### src/rtl/arb_pkg.sv
// arb_pkg: shared FSM state type, sizing helper and timing constants for the round-robin lock arbiter
package arb_pkg;
  typedef enum logic {IDLE = 1'b0, GRANT = 1'b1} state_t;
  localparam int DEAD_CYCLES = 1;
  function automatic int clog2(input int v);
    int r;
    r = 0;
    for (int i = 0; i < 32; i++) if ((1 << r) < v) r++;
    return r;
  endfunction
endpackage

### src/rtl/rr_lock_arbiter_if.sv
// rr_lock_arbiter_if: request/grant bundle between requesting masters and the arbiter
interface rr_lock_arbiter_if #(
  parameter int NUM_REQ = 4,
  parameter int ID_W    = 2
);
  logic [NUM_REQ-1:0] req;
  logic [NUM_REQ-1:0] gnt;
  logic               gnt_valid;
  logic [ID_W-1:0]    gnt_id;
  logic               hold_expire;
  modport master (output req, input gnt, gnt_valid, gnt_id, hold_expire);
  modport slave  (input req, output gnt, gnt_valid, gnt_id, hold_expire);
endinterface

### src/rtl/rr_priority_pick.sv
// rr_priority_pick: combinational rotate-and-pick, first set request after last_ptr (mod NUM_REQ)
module rr_priority_pick #(
  parameter int NUM_REQ = 4,
  parameter int ID_W    = 2
) (
  input  logic [NUM_REQ-1:0] i_req,
  input  logic [ID_W-1:0]    i_last_ptr,
  output logic               o_any,
  output logic [ID_W-1:0]    o_winner
);
  logic [2*NUM_REQ-1:0] w_dbl;
  logic [NUM_REQ-1:0]   w_rot;
  assign w_dbl = {i_req, i_req};
  // bit i of w_rot is requester (last_ptr + 1 + i) mod NUM_REQ
  assign w_rot = NUM_REQ'(w_dbl >> (int'(i_last_ptr) + 1));
  assign o_any = |i_req;
  always_comb begin
    o_winner = '0;
    for (int i = NUM_REQ - 1; i >= 0; i--)
      if (w_rot[i]) o_winner = ID_W'((int'(i_last_ptr) + 1 + i) % NUM_REQ);
  end
endmodule

### src/rtl/rr_lock_arbiter.sv
// rr_lock_arbiter: round-robin arbiter that locks the grant to its owner, bounded by a hold counter
module rr_lock_arbiter
  import arb_pkg::*;
#(
  parameter int NUM_REQ  = 4,
  parameter int MAX_HOLD = 16,
  parameter int ID_W     = 2,
  parameter int CNT_W    = 5
) (
  input logic             clk,
  input logic             nreset,
  rr_lock_arbiter_if.slave bus
);
  if (ID_W < clog2(NUM_REQ)) begin : g_bad_id_w
    $error("ID_W too narrow for NUM_REQ");
  end
  if (CNT_W < clog2(MAX_HOLD + 1)) begin : g_bad_cnt_w
    $error("CNT_W too narrow for MAX_HOLD");
  end
  state_t             r_state;
  logic [NUM_REQ-1:0] r_gnt;
  logic               r_gnt_valid;
  logic [ID_W-1:0]    r_gnt_id;
  logic [ID_W-1:0]    r_last_ptr;
  logic [CNT_W-1:0]   r_hold_cnt;
  logic               r_hold_expire;
  logic               w_any;
  logic [ID_W-1:0]    w_winner;
  logic               w_owner_req;
  logic               w_expire;
  rr_priority_pick #(.NUM_REQ(NUM_REQ), .ID_W(ID_W)) u_pick (
    .i_req      (bus.req),
    .i_last_ptr (r_last_ptr),
    .o_any      (w_any),
    .o_winner   (w_winner)
  );
  assign w_owner_req = bus.req[r_gnt_id];
  assign w_expire    = (MAX_HOLD != 0) && (r_hold_cnt == CNT_W'(MAX_HOLD));
  // every tenure returns through IDLE, which yields the dead cycle before the next grant
  always_ff @(posedge clk) begin
    if (!nreset) begin
      r_state       <= IDLE;
      r_gnt         <= '0;
      r_gnt_valid   <= 1'b0;
      r_gnt_id      <= '0;
      r_last_ptr    <= ID_W'(NUM_REQ - 1);
      r_hold_cnt    <= '0;
      r_hold_expire <= 1'b0;
    end else begin
      r_hold_expire <= 1'b0;
      if (r_state == IDLE) begin
        if (w_any) begin
          r_gnt       <= NUM_REQ'(1) << w_winner;
          r_gnt_valid <= 1'b1;
          r_gnt_id    <= w_winner;
          r_last_ptr  <= w_winner;
          r_hold_cnt  <= CNT_W'(1);
          r_state     <= GRANT;
        end
      end else if (!w_owner_req || w_expire) begin
        r_gnt         <= '0;
        r_gnt_valid   <= 1'b0;
        r_hold_cnt    <= '0;
        r_hold_expire <= w_owner_req;
        r_state       <= IDLE;
      end else if (r_hold_cnt != '1) begin
        r_hold_cnt <= r_hold_cnt + CNT_W'(1);
      end
    end
  end
  assign bus.gnt         = r_gnt;
  assign bus.gnt_valid   = r_gnt_valid;
  assign bus.gnt_id      = r_gnt_id;
  assign bus.hold_expire = r_hold_expire;
endmodule

### src/flat_wrapper.sv
// flat-port wrapper written by rule: the top's interface ports become plain ports
module rr_lock_arbiter_flat import arb_pkg::*;
#(
  parameter int NUM_REQ  = 4,
  parameter int MAX_HOLD = 16,
  parameter int ID_W     = 2,
  parameter int CNT_W    = 5
)
  (clk, nreset, bus_req, bus_gnt, bus_gnt_valid, bus_gnt_id, bus_hold_expire);
  rr_lock_arbiter_if #(.NUM_REQ(NUM_REQ), .ID_W(ID_W)) bus_i ();
  input logic clk;
  input logic nreset;
  input wire logic [$bits(bus_i.req)-1:0] bus_req;
  output wire logic [$bits(bus_i.gnt)-1:0] bus_gnt;
  output wire logic [$bits(bus_i.gnt_valid)-1:0] bus_gnt_valid;
  output wire logic [$bits(bus_i.gnt_id)-1:0] bus_gnt_id;
  output wire logic [$bits(bus_i.hold_expire)-1:0] bus_hold_expire;
  assign bus_i.req = bus_req;
  assign bus_gnt = bus_i.gnt;
  assign bus_gnt_valid = bus_i.gnt_valid;
  assign bus_gnt_id = bus_i.gnt_id;
  assign bus_hold_expire = bus_i.hold_expire;
  rr_lock_arbiter #(.NUM_REQ(NUM_REQ), .MAX_HOLD(MAX_HOLD), .ID_W(ID_W), .CNT_W(CNT_W)) u_core (.clk(clk), .nreset(nreset), .bus(bus_i));
endmodule
### config.mk
export PLATFORM = sky130hd
export DESIGN_NAME = rr_lock_arbiter_flat
export DESIGN_NICKNAME = d
export VERILOG_FILES = /design/src/rtl/arb_pkg.sv /design/src/rtl/rr_lock_arbiter_if.sv /design/src/rtl/rr_priority_pick.sv /design/src/rtl/rr_lock_arbiter.sv /design/src/flat_wrapper.sv
export SDC_FILE = /design/constraint.sdc
export NUM_CORES = 1
export LEC_CHECK = 0
export CAP_MARGIN = 40
export CORE_MARGIN = 2
export CORE_UTILIZATION = 51
export CTS_CLUSTER_DIAMETER = 120
export CTS_CLUSTER_SIZE = 16
export DETAILED_ROUTE_END_ITERATION = 10
export PLACE_DENSITY_LB_ADDON = 0.2
export SYNTH_ARGS = -nofsm -noshare
export SYNTH_HDL_FRONTEND = slang
export SYNTH_HIERARCHICAL = 1
export SYNTH_SLANG_ARGS = --single-unit
### constraint.sdc
create_clock -name clk -period 1.9 [get_ports clk]
set_input_delay 0.38 -clock clk [delete_from_list [all_inputs] [get_ports clk]]
set_output_delay 0.38 -clock clk [all_outputs]
set_load 0.02 [all_outputs]
==> results by group <==
Run status
  – Status: complete, no violations

STA
  – Highest Clock Rate: 0.556 GHz
  – Tmin final: 1.80 ns
  – RSZ-0062 raised after global routing: no
  – Pins Over Slew Limit: 0
  – Final Hold Viols: 0
  – Final hold slack: 0.471 ns
  – Final setup fails: 0
  – Rel. slew slack: 57.1%
  – Final cycle utilization of the critical path: 94.7%
  – Post-route setup slack: 0.100 ns
  – Worst-Margin Slew: 0.643 ns
  – Clock skew: 0.00267 ns

Clocking
  – PostCTS Resize Cnt: 0
  – CTS sink count: 16
  – CTS Buf Count: 3
  – Latest clock arrival within the worst-skew pair: 0.29 ns
  – Hold Buf Count CTS: 0
  – CTS tree: built
  – # Post-CTS Setup Buffers: 0
  – CTS root buf: clkbuf_4
  – Clock slew seen by the registers of the worst setup and hold paths: 0.10 ns
  – H-tree levels: 1
  – Max Root-Sink Buffers: 2

Yosys
  – Post-synthesis cell type count: 35
  – Synth Instances: 105
  – Top area cells in the synthesized netlist: dfxtp_1 36%, a21oi_1 5.6%, nand2_1 5.5%
  – Seq cells post-synth: 16
  – Synth warn: 6
  – Mapped cell area: 895 um^2
  – Synth Area per Inst: 8.52 um^2
  – Post-synth top area share: 35.8%
  – Synth area leader: dfxtp_1
  – Mapped Nets: 114
  – Sequential cell area fraction in the yosys report: 35.8%

Die
  – Die height: 45.9 um
  – Core area: 1690 um^2
  – Total Die Area: 2100 um^2
  – Initial core utilization: 53.0%
  – Die boundary width: 45.9 um
  – Row Count: 15
  – I/O pins: 14

Global route
  – Grt ovf: 0
  – First-pass GRT wire length: 3.33 mm
  – Overall routing resource usage: 22.3%
  – Largest net degree at the start of global routing: 18
  – Initial antenna violation count: 0
  – Vias in the first global route: 780

Routing
  – Initial DRC count: 26
  – Vias/cell: 5.93
  – Routed wire length: 2.03 mm
  – DRC Markers: 0
  – First-pass DRT Iterations: 4
  – WL/cell: 14.2 um
  – Routed Antenna Nets: 0
  – Total number of vias: 848

Placed design
  – Detailed placer's ending HPWL: 1.47 mm
  – Pre-CTS setup slack: -0.220 ns
  – Post-DP Area: 1080 um^2
  – IO Port Bufs: 13
  – Final GP Congestion: 0.805

Critical path
  – Crit path capture type: flip-flop
  – Reg2reg path depth: 6
  – Critical path type: reg -> reg
  – Worst reg-to-reg setup slack: 0.10 ns
  – Worst Path Max Fanout: 9
  – Launching point of the worst reg2reg path: u_core/r_hold_cnt[0]$_SDFFE_PN0P_
  – Critical path startpoint category: flip-flop
  – Reg-to-reg critical path endpoint: u_core/r_hold_cnt[2]$_SDFFE_PN0P_
  – Worst EP required: 2.09 ns
  – Arr. time, crit path: 1.99 ns

Final layout
  – Ant. Diodes: 0
  – Area delta synth->final: 26.9%
  – Design Area, Final: 1130 um^2
  – Layout cell share with drive strength beyond 1: 15.9%
  – Commonest non-fill, non-tap cell in the layout: dfxtp_1
  – Most frequent cells in the layout: 16 x dfxtp_1, 13 x nand2_1, 10 x a21oi_1
  – Layout Nets: 136

Pwr
  – Pwr Density: 734 nW/um^2
  – Pleak: 0.467 nW
  – Max VDD drop: 448 uV

Min path
  – Sink of the worst hold path: u_core/bus.gnt_valid$_SDFFE_PN0P_
  – Cell depth of the worst hold path: 2
  – Worst hold start: u_core/bus.gnt_valid$_SDFFE_PN0P_
  – HP Class: reg -> reg

Job
  – Max_cap viols: 0
[final cells by class]
type                    instances  area (um^2)
inverters                       4         15.0
multi-input cells              81          542
clock buffers                   4         36.3
fillers                       139          554
well taps                      17         21.3
repair buffers                 21          200
flip-flops and latches         16          320
[critical path, cell delays in order (launching register included)]
cell	delay [ns]
dfxtp_1	0.35
ha_1	0.24
and3_1	0.19
ha_1	0.27
or2b_2	0.34
a31oi_4	0.19
o22ai_1	0.10
[metal layers]
| metal | up-vias | track usage, % | share of wire [%] |
|---|---|---|---|
| met5 | - | 0 | 0 |
| met4 | 0 | 12.0 | 1.6 |
| met3 | 4 | 3.57 | 4.0 |
| met2 | 24 | 33.3 | 44 |
| met1 | 391 | 30.2 | 50 |
| li1 | 429 | - | - |
[worst max-delay path by stage]
stage | from | endpoint | slack (ns) | cells after the start
floorplan | u_core/r_hold_cnt[0]$_SDFFE_PN0P_ | u_core/r_hold_cnt[2]$_SDFFE_PN0P_ | 0.27 | 6
global placement | bus_req[3] | u_core/bus.gnt[1]$_SDFFE_PN0P_ | -0.19 | 6
detailed placement | bus_req[3] | u_core/bus.gnt[2]$_SDFFE_PN0P_ | -0.22 | 8
CTS | bus_req[3] | u_core/bus.gnt[2]$_SDFFE_PN0P_ | 0.03 | 8
global route | u_core/r_hold_cnt[0]$_SDFFE_PN0P_ | u_core/r_hold_cnt[2]$_SDFFE_PN0P_ | 0.02 | 6
finish | u_core/r_hold_cnt[0]$_SDFFE_PN0P_ | u_core/r_hold_cnt[2]$_SDFFE_PN0P_ | 0.10 | 6
[registers in the layout, indices dropped and copies added, names as in the netlist]
name,flops
u_core/r_last_ptr,2
u_core/r_hold_cnt,5
u_core/bus.gnt_id,2
u_core/r_state,1
u_core/bus.gnt_valid,1
u_core/bus.hold_expire,1
u_core/bus.gnt,4
[through the flow]
stage	setup TNS [ns]	util [%]	power [W]	std cells
floorplan	0	-	0.000518	105
global placement	-0.729	64.0	0.000594	139
detailed placement	-1.13	64.0	0.000600	139
CTS	0	66.1	0.000834	143
global route	0	67.2	0.000877	143
finish	0	67.2	0.000833	143
[kinds of logic (layout without fill, tap and decap cells)]
kind of cell	count (synthesis)	after routing	share of synthesized area, %
fa+ha+maj	3	3	4.20
compound gates	29	29	21.4
mux	1	1	2.52
simple gates	48	48	31.6
flops	16	16	35.8
buf+inv	8	29	4.47
[cell usage after synthesis, drive strengths merged]
library cell,count
nor2b,5
nand4b,2
or2b,1
o21ai,5
inv,4
ha,3
nand4bb,1
a21o,1
a211oi,1
a31oi,6
nor3,1
and4b,1
o22ai,3
nor2,9
nand3,4
nand2b,3
o221a,1
nor4bb,2
nor4b,1
o211a,1
a21oi,10
nand4,2
and3,3
nand2,13
mux4,1
o311ai,1
buf,3
clkbuf,1
dfxtp,16
[power by group]
part | switching (W) | internal [W] | total (W)
Clock | 0.000117 | 0.000117 | 0.000233
Combinational | 0.000110 | 0.000103 | 0.000212
Sequential | 0.0000286 | 0.000358 | 0.000387
Total | 0.000255 | 0.000578 | 0.000833
Power figures use the tool's default switching activity.
